==> src/rtl/matrix_pkg.sv <==
// Shared constants, size encodings, FSM states and frame cell addressing
// for the matrix loader and its row/column counter.
package matrix_pkg;

    localparam int EW      = 8;
    localparam int NMAX    = 4;
    localparam int FRAME_W = NMAX * NMAX * EW;

    localparam logic [1:0] SZ_2X2  = 2'd0;
    localparam logic [1:0] SZ_3X3  = 2'd1;
    localparam logic [1:0] SZ_4X4  = 2'd2;
    localparam logic [1:0] SZ_RSVD = 2'd3;

    typedef enum logic [1:0] {
        IDLE = 2'd0,
        LOAD = 2'd1,
        FULL = 2'd2
    } state_e;

    // LSB of cell (r,c) in the row-major frame: element (0,0) sits in the top byte.
    function automatic logic [6:0] cell_lsb(input logic [1:0] r, input logic [1:0] c);
        return 7'd120 - {r, 5'b00000} - {2'b00, c, 3'b000};
    endfunction

endpackage

==> src/rtl/matrix_loader_ctr.sv <==
// Row/column element counter for an N x N load (N = order + 2); raises
// last_o while pointing at the bottom-right cell.
module matrix_loader_ctr (
    input  logic       clk_i,
    input  logic       rst_i,
    input  logic       clr_i,
    input  logic       adv_i,
    input  logic [1:0] order_i,
    output logic [1:0] row_o,
    output logic [1:0] col_o,
    output logic       last_o
);

    logic [1:0] row_q;
    logic [1:0] col_q;
    logic [1:0] lim_s;

    assign lim_s  = order_i + 2'd1;
    assign last_o = (row_q == lim_s) && (col_q == lim_s);
    assign row_o  = row_q;
    assign col_o  = col_q;

    // Counter state: clear has priority over advance.
    always_ff @(posedge clk_i or posedge rst_i) begin
        if (rst_i) begin
            row_q <= 2'd0;
            col_q <= 2'd0;
        end else if (clr_i) begin
            row_q <= 2'd0;
            col_q <= 2'd0;
        end else if (adv_i) begin
            if (col_q == lim_s) begin
                col_q <= 2'd0;
                row_q <= last_o ? 2'd0 : row_q + 2'd1;
            end else begin
                col_q <= col_q + 2'd1;
                row_q <= row_q;
            end
        end else begin
            row_q <= row_q;
            col_q <= col_q;
        end
    end

endmodule

==> src/rtl/matrix_loader.sv <==
// Assembles streamed elements into a packed 4x4 row-major frame and holds it
// under valid/ready. Optional macro MATRIX_LOADER_TRANSPOSE_EN adds col_major_i.
module matrix_loader
    import matrix_pkg::*;
(
    input  logic               clk_i,
    input  logic               rst_i,
    input  logic               start_i,
    input  logic [1:0]         size_i,
    input  logic               in_valid_i,
    input  logic [EW-1:0]      in_data_i,
    input  logic               out_ready_i,
`ifdef MATRIX_LOADER_TRANSPOSE_EN
    input  logic               col_major_i,
`endif
    output logic               in_ready_o,
    output logic [FRAME_W-1:0] matrix_o,
    output logic               out_valid_o,
    output logic [1:0]         order_o,
    output logic               size_err_o
);

    state_e             state_q, state_d;
    logic [FRAME_W-1:0] matrix_q, matrix_d;
    logic [1:0]         order_q, order_d;
    logic               size_err_q, size_err_d;
    logic               ctr_clr_s, ctr_adv_s, last_s;
    logic [1:0]         row_s, col_s, wr_row_s, wr_col_s;
    logic               start_take_s, in_ready_s, accept_s;

    // A start in FULL only counts when the consumer takes the frame that cycle.
    assign start_take_s = start_i && ((state_q != FULL) || out_ready_i);
    assign in_ready_s   = (state_q == LOAD) && !start_i;
    assign accept_s     = in_ready_s && in_valid_i;

    matrix_loader_ctr u_ctr (
        .clk_i   (clk_i),
        .rst_i   (rst_i),
        .clr_i   (ctr_clr_s),
        .adv_i   (ctr_adv_s),
        .order_i (order_q),
        .row_o   (row_s),
        .col_o   (col_s),
        .last_o  (last_s)
    );

`ifdef MATRIX_LOADER_TRANSPOSE_EN
    logic col_major_q;

    // Input ordering flag, captured alongside the order on an accepted start.
    always_ff @(posedge clk_i or posedge rst_i) begin
        if (rst_i) begin
            col_major_q <= 1'b0;
        end else if (start_take_s && (size_i != SZ_RSVD)) begin
            col_major_q <= col_major_i;
        end else begin
            col_major_q <= col_major_q;
        end
    end

    assign wr_row_s = col_major_q ? col_s : row_s;
    assign wr_col_s = col_major_q ? row_s : col_s;
`else
    assign wr_row_s = row_s;
    assign wr_col_s = col_s;
`endif

    // Next-state, frame update and counter control.
    always_comb begin
        state_d    = state_q;
        matrix_d   = matrix_q;
        order_d    = order_q;
        size_err_d = 1'b0;
        ctr_clr_s  = 1'b0;
        ctr_adv_s  = 1'b0;
        if (start_take_s) begin
            if (size_i == SZ_RSVD) begin
                state_d    = IDLE;
                size_err_d = 1'b1;
            end else begin
                state_d   = LOAD;
                matrix_d  = {FRAME_W{1'b0}};
                order_d   = size_i;
                ctr_clr_s = 1'b1;
            end
        end else begin
            case (state_q)
                IDLE: state_d = IDLE;
                LOAD: begin
                    if (accept_s) begin
                        matrix_d[cell_lsb(wr_row_s, wr_col_s) +: EW] = in_data_i;
                        ctr_adv_s = 1'b1;
                        state_d   = last_s ? FULL : LOAD;
                    end else begin
                        state_d = LOAD;
                    end
                end
                FULL: begin
                    if (out_ready_i) begin
                        state_d = IDLE;
                    end else begin
                        state_d = FULL;
                    end
                end
                default: state_d = IDLE;
            endcase
        end
    end

    // State, frame and status registers.
    always_ff @(posedge clk_i or posedge rst_i) begin
        if (rst_i) begin
            state_q    <= IDLE;
            matrix_q   <= {FRAME_W{1'b0}};
            order_q    <= 2'd0;
            size_err_q <= 1'b0;
        end else begin
            state_q    <= state_d;
            matrix_q   <= matrix_d;
            order_q    <= order_d;
            size_err_q <= size_err_d;
        end
    end

    assign in_ready_o  = in_ready_s;
    assign matrix_o    = matrix_q;
    assign out_valid_o = (state_q == FULL);
    assign order_o     = order_q;
    assign size_err_o  = size_err_q;

endmodule

==> config.mk <==
export PLATFORM = sky130hd
export DESIGN_NAME = matrix_loader
export DESIGN_NICKNAME = d
export VERILOG_FILES = /design/src/rtl/matrix_pkg.sv /design/src/rtl/matrix_loader_ctr.sv /design/src/rtl/matrix_loader.sv
export SDC_FILE = /design/constraint.sdc
export NUM_CORES = 1
export LEC_CHECK = 0
export CAP_MARGIN = 20
export CORE_AREA = 3 3 131 165
export DETAILED_ROUTE_END_ITERATION = 7
export DIE_AREA = 0 0 134 168
export GPL_ROUTABILITY_DRIVEN = 0
export PLACE_DENSITY = 0.64
export SLEW_MARGIN = 5
export SYNTH_ARGS = -nofsm -noshare
export SYNTH_HDL_FRONTEND = slang
export SYNTH_HIERARCHICAL = 1
export SYNTH_SLANG_ARGS = --single-unit
==> constraint.sdc <==
create_clock -name clk_i -period 6.4 [get_ports clk_i]
set_input_delay 1.28 -clock clk_i [delete_from_list [all_inputs] [get_ports clk_i]]
set_output_delay 1.28 -clock clk_i [all_outputs]
set_load 0.05 [all_outputs]
==> impl_metrics.json <==
{
  "wl_um": 18300,
  "powerDensity_nw_per_um2": 263,
  "ys.flop_type": "dfrtp_1",
  "synth_edf_count": 0,
  "synth_seq_cells": 137,
  "grt_pass1_wl_um": 28600,
  "synth-seq-area-share_pct": 57.1,
  "layout.nets": 625,
  "start_util_pct": 29.9,
  "synth_area_leader_cell": "dfrtp_1",
  "syn2layout_area_growth_pct": 37.7,
  "critical_path_class": "in -> out",
  "drt_first_iter_violations": 318,
  "post_cts_resized": 0,
  "coreArea_um2": 20100,
  "maxSlewHeadroom_pct": 29.1,
  "status": "finished, final reports clean",
  "clock_path_buffers": 2,
  "detail-route-antenna-nets": 0,
  "yosysMostFrequentCell": "dfrtp_1",
  "avgRoutedWirePerCell_um": 20.7,
  "ys_top_cells_by_count": "dfrtp_1 (137), a32o_1 (65), nand2_1 (50)",
  "grt_max_degree": 80,
  "cp_num_buf_inv": 2,
  "cp_common_cell": "clkdlybuf4s50_1",
  "synth.top_cell.area_share_pct": 57.1,
  "die_h_um": 168,
  "placementRows": 58,
  "r2r-start": "u_ctr/col_o[1]",
  "drive_gt1_share_pct": 10.5,
  "max_stage_delay_ps": 810,
  "cts.clk_slew.worst_paths_ps": 60,
  "drc": 0,
  "slew_violations": 0,
  "ys_warn_count": 6,
  "period_needed_ps": 4110,
  "insertion_delay_ps": 430,
  "grt_usage_pct": 16.3,
  "dp_hpwl_um": 12600,
  "dp.cells": 854,
  "finalSetupViolCount": 0,
  "crit_path_max_fanout": 8,
  "setup_tns_ps": 0,
  "critical_path_arrival_ps": 2830,
  "slowest_stage": "clkdlybuf4s50_1",
  "avgSynthCellArea_um2": 12.7,
  "post-route-period-util_pct": 64.3,
  "clock_sinks": 137,
  "cts-root-buf": "clkbuf_16",
  "use_met2_pct": 28.9,
  "insertedDiodeCount": 0,
  "fillers": 1823,
  "antenna_found_initial": 0,
  "drv_cap": 0,
  "cts.hold.buffers_added": 0,
  "die_x_um": 134,
  "busiest_layer": "met2",
  "grt_pass1_vias": 4790,
  "path_delay_family": "buffers and inverters",
  "crit_required_ps": 5120,
  "crit_path_end_kind": "output pin",
  "crit_path_start": "start_i",
  "crit_end": "in_ready_o",
  "rsz0062_at_grt": "false",
  "postSynthCellCount": 472,
  "crit_path_start_kind": "primary input",
  "r2r_end": "matrix_o[55]",
  "cts_tree": "yes",
  "finalHoldViolCount": 0,
  "numPortBuffers": 147,
  "dp_slack_ps": 2270,
  "p_leak_nw": 3.51,
  "cts_made_buffers": 17,
  "viasPerCell": 5.22,
  "synth.area.top_cells": "dfrtp_1 (57%), a32o_1 (11%), a22o_1 (5.8%), nand2_1 (3.1%), a31oi_4 (2.1%)",
  "postCtsSetupBuffers": 0,
  "ff2ff_setup_slack_ps": 3280,
  "holdCritPathClass": "reg -> reg",
  "worst_slack_ps": 2290,
  "firstDrtPassIters": 5,
  "globalRouteOverflowTotal": 0,
  "cp_num_cells": 3,
  "worstPathCellList": "clkdlybuf4s50_1 > nor2b_1 > clkdlybuf4s50_1",
  "synth.distinct_cells": 53,
  "syn-cell-area_um2": 6000,
  "ir_drop_mv": 0.182,
  "syn-num-nets": 493,
  "stdcell_count": 887,
  "grt_use_met1_pct": 19.1,
  "worst_pin_slew_ps": 1060,
  "fmax_mhz": 243,
  "ios": 148,
  "dieArea_um2": 22500,
  "met3_usage_pct": 3.17,
  "worst_r2r_path_depth": 5,
  "finalClockSkew_ps": 14.1,
  "holdWs_ps": 493,
  "synthArstFlopShare_pct": 100,
  "htree_num_levels": 4,
  "via_count": 4626
}
-- final cells by class --
class / count / area [µm²] / area share (%)
Sequential cell: 137 / 3430 / 41.5
Multi-Input combinational cell: 278 / 2310 / 27.9
Timing Repair Buffer: 151 / 1520 / 18.4
Clock buffer: 17 / 425 / 5.15
Tap cell: 270 / 338 / 4.09
Clock inverter: 15 / 170 / 2.06
Inverter: 19 / 76.3 / 0.923
-- kinds of logic (layout without fill, tap and decap cells) --
family | after synthesis | after routing | synth area share, %
AO/OA/AOI/OAI | 151 | 151 | 24.2
XOR/XNOR | 3 | 3 | 0.438
adder cells (fa/ha/maj) | 6 | 6 | 1.25
buffers and inverters | 57 | 202 | 4.61
flip-flops | 137 | 137 | 57.1
multiplexers | 9 | 9 | 1.58
AND/OR/NAND/NOR | 109 | 109 | 10.8
-- state kept, by name, indices dropped and copies added, names as in the netlist --
signal,count
u_ctr/row_o,2
size_err_o,1
u_ctr/col_o,2
order_o,2
state_q,2
matrix_o,128
-- metrics by stage --
step	cell area [µm²]	util (%)	power, mW
after floorplan	6000	-	1.12
final	8270	41.1	2.17
after detailed placement	7640	38.0	1.20
after global placement	7640	38.0	1.19
after global routing	8270	41.1	2.26
after CTS	8240	41.0	2.19
-- worst min-delay path by stage --
| stage | startpoint | end | slack (ps) | cells past startpoint |
|---|---|---|---|---|
| 2_1_floorplan | state_q[1] | state_q[1] | 530 | 2 |
| 3_3_place_gp | matrix_o[44] | matrix_o[44] | 480 | 1 |
| 3_5_place_dp | matrix_o[10] | matrix_o[10] | 480 | 1 |
| 4_1_cts | matrix_o[10] | matrix_o[10] | 500 | 1 |
| 5_1_grt | matrix_o[78] | matrix_o[78] | 520 | 1 |
| 6_report | matrix_o[10] | matrix_o[10] | 490 | 1 |
-- worst register-to-register path: stages (launching register included) --
cell and delay, ps:
dfrtp_1 750, ha_1 490, nand2_1 250, o31ai_4 910
and2_1 460, a22o_1 210
-- power breakdown --
| group | leakage [nW] | total (mW) | internal (mW) | switching (mW) |
|---|---|---|---|---|
| clock | 0.290 | 0.988 | 0.528 | 0.460 |
| sequential | 1.90 | 0.920 | 0.882 | 0.0387 |
| combinational | 1.32 | 0.266 | 0.0800 | 0.186 |
| total | 3.51 | 2.17 | 1.49 | 0.685 |
-- layout by cell type (no fill, tap or decap), types with 6 or more instances in the layout --
| master | count |
|---|---|
| nor2_1 | 13 |
| clkbuf_16 | 17 |
| o21ai_0 | 13 |
| nand4b_1 | 7 |
| nand2_1 | 50 |
| mux2i_1 | 8 |
| dfrtp_1 | 137 |
| a22o_1 | 40 |
| a31oi_4 | 6 |
| inv_1 | 16 |
| o21ai_1 | 6 |
| clkdlybuf4s50_1 | 147 |
| ha_1 | 6 |
| inv_8 | 7 |
| a32o_1 | 65 |
-- routing by layer --
layer,routed length (µm),vias up
met5,0,-
met1,7290,2372
li1,-,2073
met3,764,32
met2,9700,149
met4,567,0
(Power assumes the default switching activity.)
==> RTL edit: new RTL, config.mk and constraints unchanged <==
Put one more register stage on the output `size_err_o`, cleared by the reset. The value now appears one clock later. The other outputs are not delayed to match.
--- a/src/rtl/matrix_loader.sv
+++ b/src/rtl/matrix_loader.sv
@@ -126,7 +126,13 @@
     assign matrix_o    = matrix_q;
     assign out_valid_o = (state_q == FULL);
     assign order_o     = order_q;
-    assign size_err_o  = size_err_q;
+    always_ff @(posedge clk_i or posedge rst_i) begin
+        if (rst_i) begin
+            size_err_o <= '0;
+        end else begin
+            size_err_o <= size_err_q;
+        end
+    end
 
 endmodule
 
Behaviour: not the same (Yosys sat finds a counterexample within 4 cycles, from zero or initial values and one cycle with rst_i high).
==> RTL edit against the unedited design <==
- core utilization about the same
- clock skew rose by 0.62 ps
- maximum frequency increased by 0.68%
- synthesized cell count increased by 0.21%
- total power down 0.13%
- setup slack better by 28 ps
- sequential share of layout area up 0.33 points
- combinational power about the same
- wire length increased by 0.88%
- count of clock-buffer cells in the layout unchanged
- clock power fell by 1%
- final area is essentially flat
- sequential cell count up 1
- synthesized area is 0.42% higher
- critical path type unchanged
- critical endpoint unchanged
- largest power group unchanged
==> RTL edit: results (changes against the unedited design) <==
[run_status]
status=finished clean

[route]
viasPerCell=5.213  ; about the same
num_vias=4624  ; -0.043%
wl_per_cell_um=20.84  ; +0.88%
drt_iter0_drc=347  ; +9.1%
dr.pass1.iters=5  ; unchanged

[pwr]
p_leak_nw=3.494  ; -0.42%
combinationalPower_uw=265  ; about the same
irDropWorstVdd_mv=0.1850  ; +1.7%
p_seq_share_pct=42.8  ; +0.5 points
swShare_pct=28.72  ; -2.8 points
p_switching_uw=623.8  ; -8.9%

[logic_synthesis]
synth_nets=494  ; +0.20%
ys_top_cells_by_area=dfrtp_1 57%, a32o_1 11%, a22o_1 5.8%
synthMuxAreaShare_pct=1.577  ; -0.0066 points
synthAdderAreaFrac_pct=1.245  ; -0.0052 points
synth_cells=473  ; +0.21%
synth_compound_gate_area_share_pct=24.09  ; -0.10 points
yosys.area_share.xor_xnor_pct=0.4358  ; -0.0018 points
async_reset_ff_share_pct=100.0  ; unchanged
synth_commonest_cells=138 x dfrtp_1, 65 x a32o_1, 50 x nand2_1

[placed_design]
place_area_um2=7670  ; +0.33%
placed_cells=855  ; +0.12%
dp_hpwl_um=12750  ; +1.3%
dp_slack_ps=2291  ; +25.53 ps

[global_route]
grt_pass1_vias=4863  ; +1.5%
grt_pass1_wl_um=28700  ; +0.24%
grt_max_degree=79  ; -1.3%

[critical_path]
worstRegToRegCells=5  ; unchanged
reg2reg_setup_slack_ps=3210  ; -70 ps
crit-reg2reg-launch=u_ctr/col_o[1]
crit_slowest_cell=clkdlybuf4s50_1

[clock_network]
clkTransAtPathRegs_ps=60  ; about the same
cts_buffer_depth=2  ; unchanged

[timing]
post-route-period-util_pct=63.83  ; -0.44 points
finClkSkew_ps=14.72  ; +0.6153 ps
hold_ws_ps=355.0  ; -137.8 ps
slew_headroom_pct=24.98  ; -4.1 points

[min_path]
min_delay_path_depth=0  ; -1
hp-start=size_err_q
min_to=size_err_o

[cells_and_area]
drive_above_1_share_pct=10.37  ; -0.16 points

RTL edit: routing by layer:
| layer | global-route usage (%) | routed length [um] |
|---|---|---|
| met1 | 18.99 | 7336 |
| met2 | 29.36 | 9881 |
| met3 | 3.527 | 824 |
| met4 | 7.025 | 440 |
| met5 | 0 | 0 |
RTL edit: how the worst max path moves through the flow:
stage             from     endpoint  cells after the start
3_3_place_gp   start_i   in_ready_o                      3
4_1_cts        start_i   in_ready_o                      3
6_report       start_i   in_ready_o                      3
5_1_grt        start_i   in_ready_o                      3
3_5_place_dp   start_i   in_ready_o                      3
2_1_floorplan    rst_i  matrix_o[0]                      1
RTL edit: layout make-up:
cell class	count	area, um^2
Multi-Input combinational cell	278	2308
Inverter	19	76.32
Clock buffer	17	425.4
Timing Repair Buffer	150	1494
Clock inverter	15	166.4
Tap cell	270	337.8
Sequential cell	138	3453
Fill cell	1874	11840
RTL edit: worst max-delay path, delay by kind of cell:
kind,cells,cell delay (ps)
buffers and inverters,2,1360
AND/OR/NAND/NOR,1,170
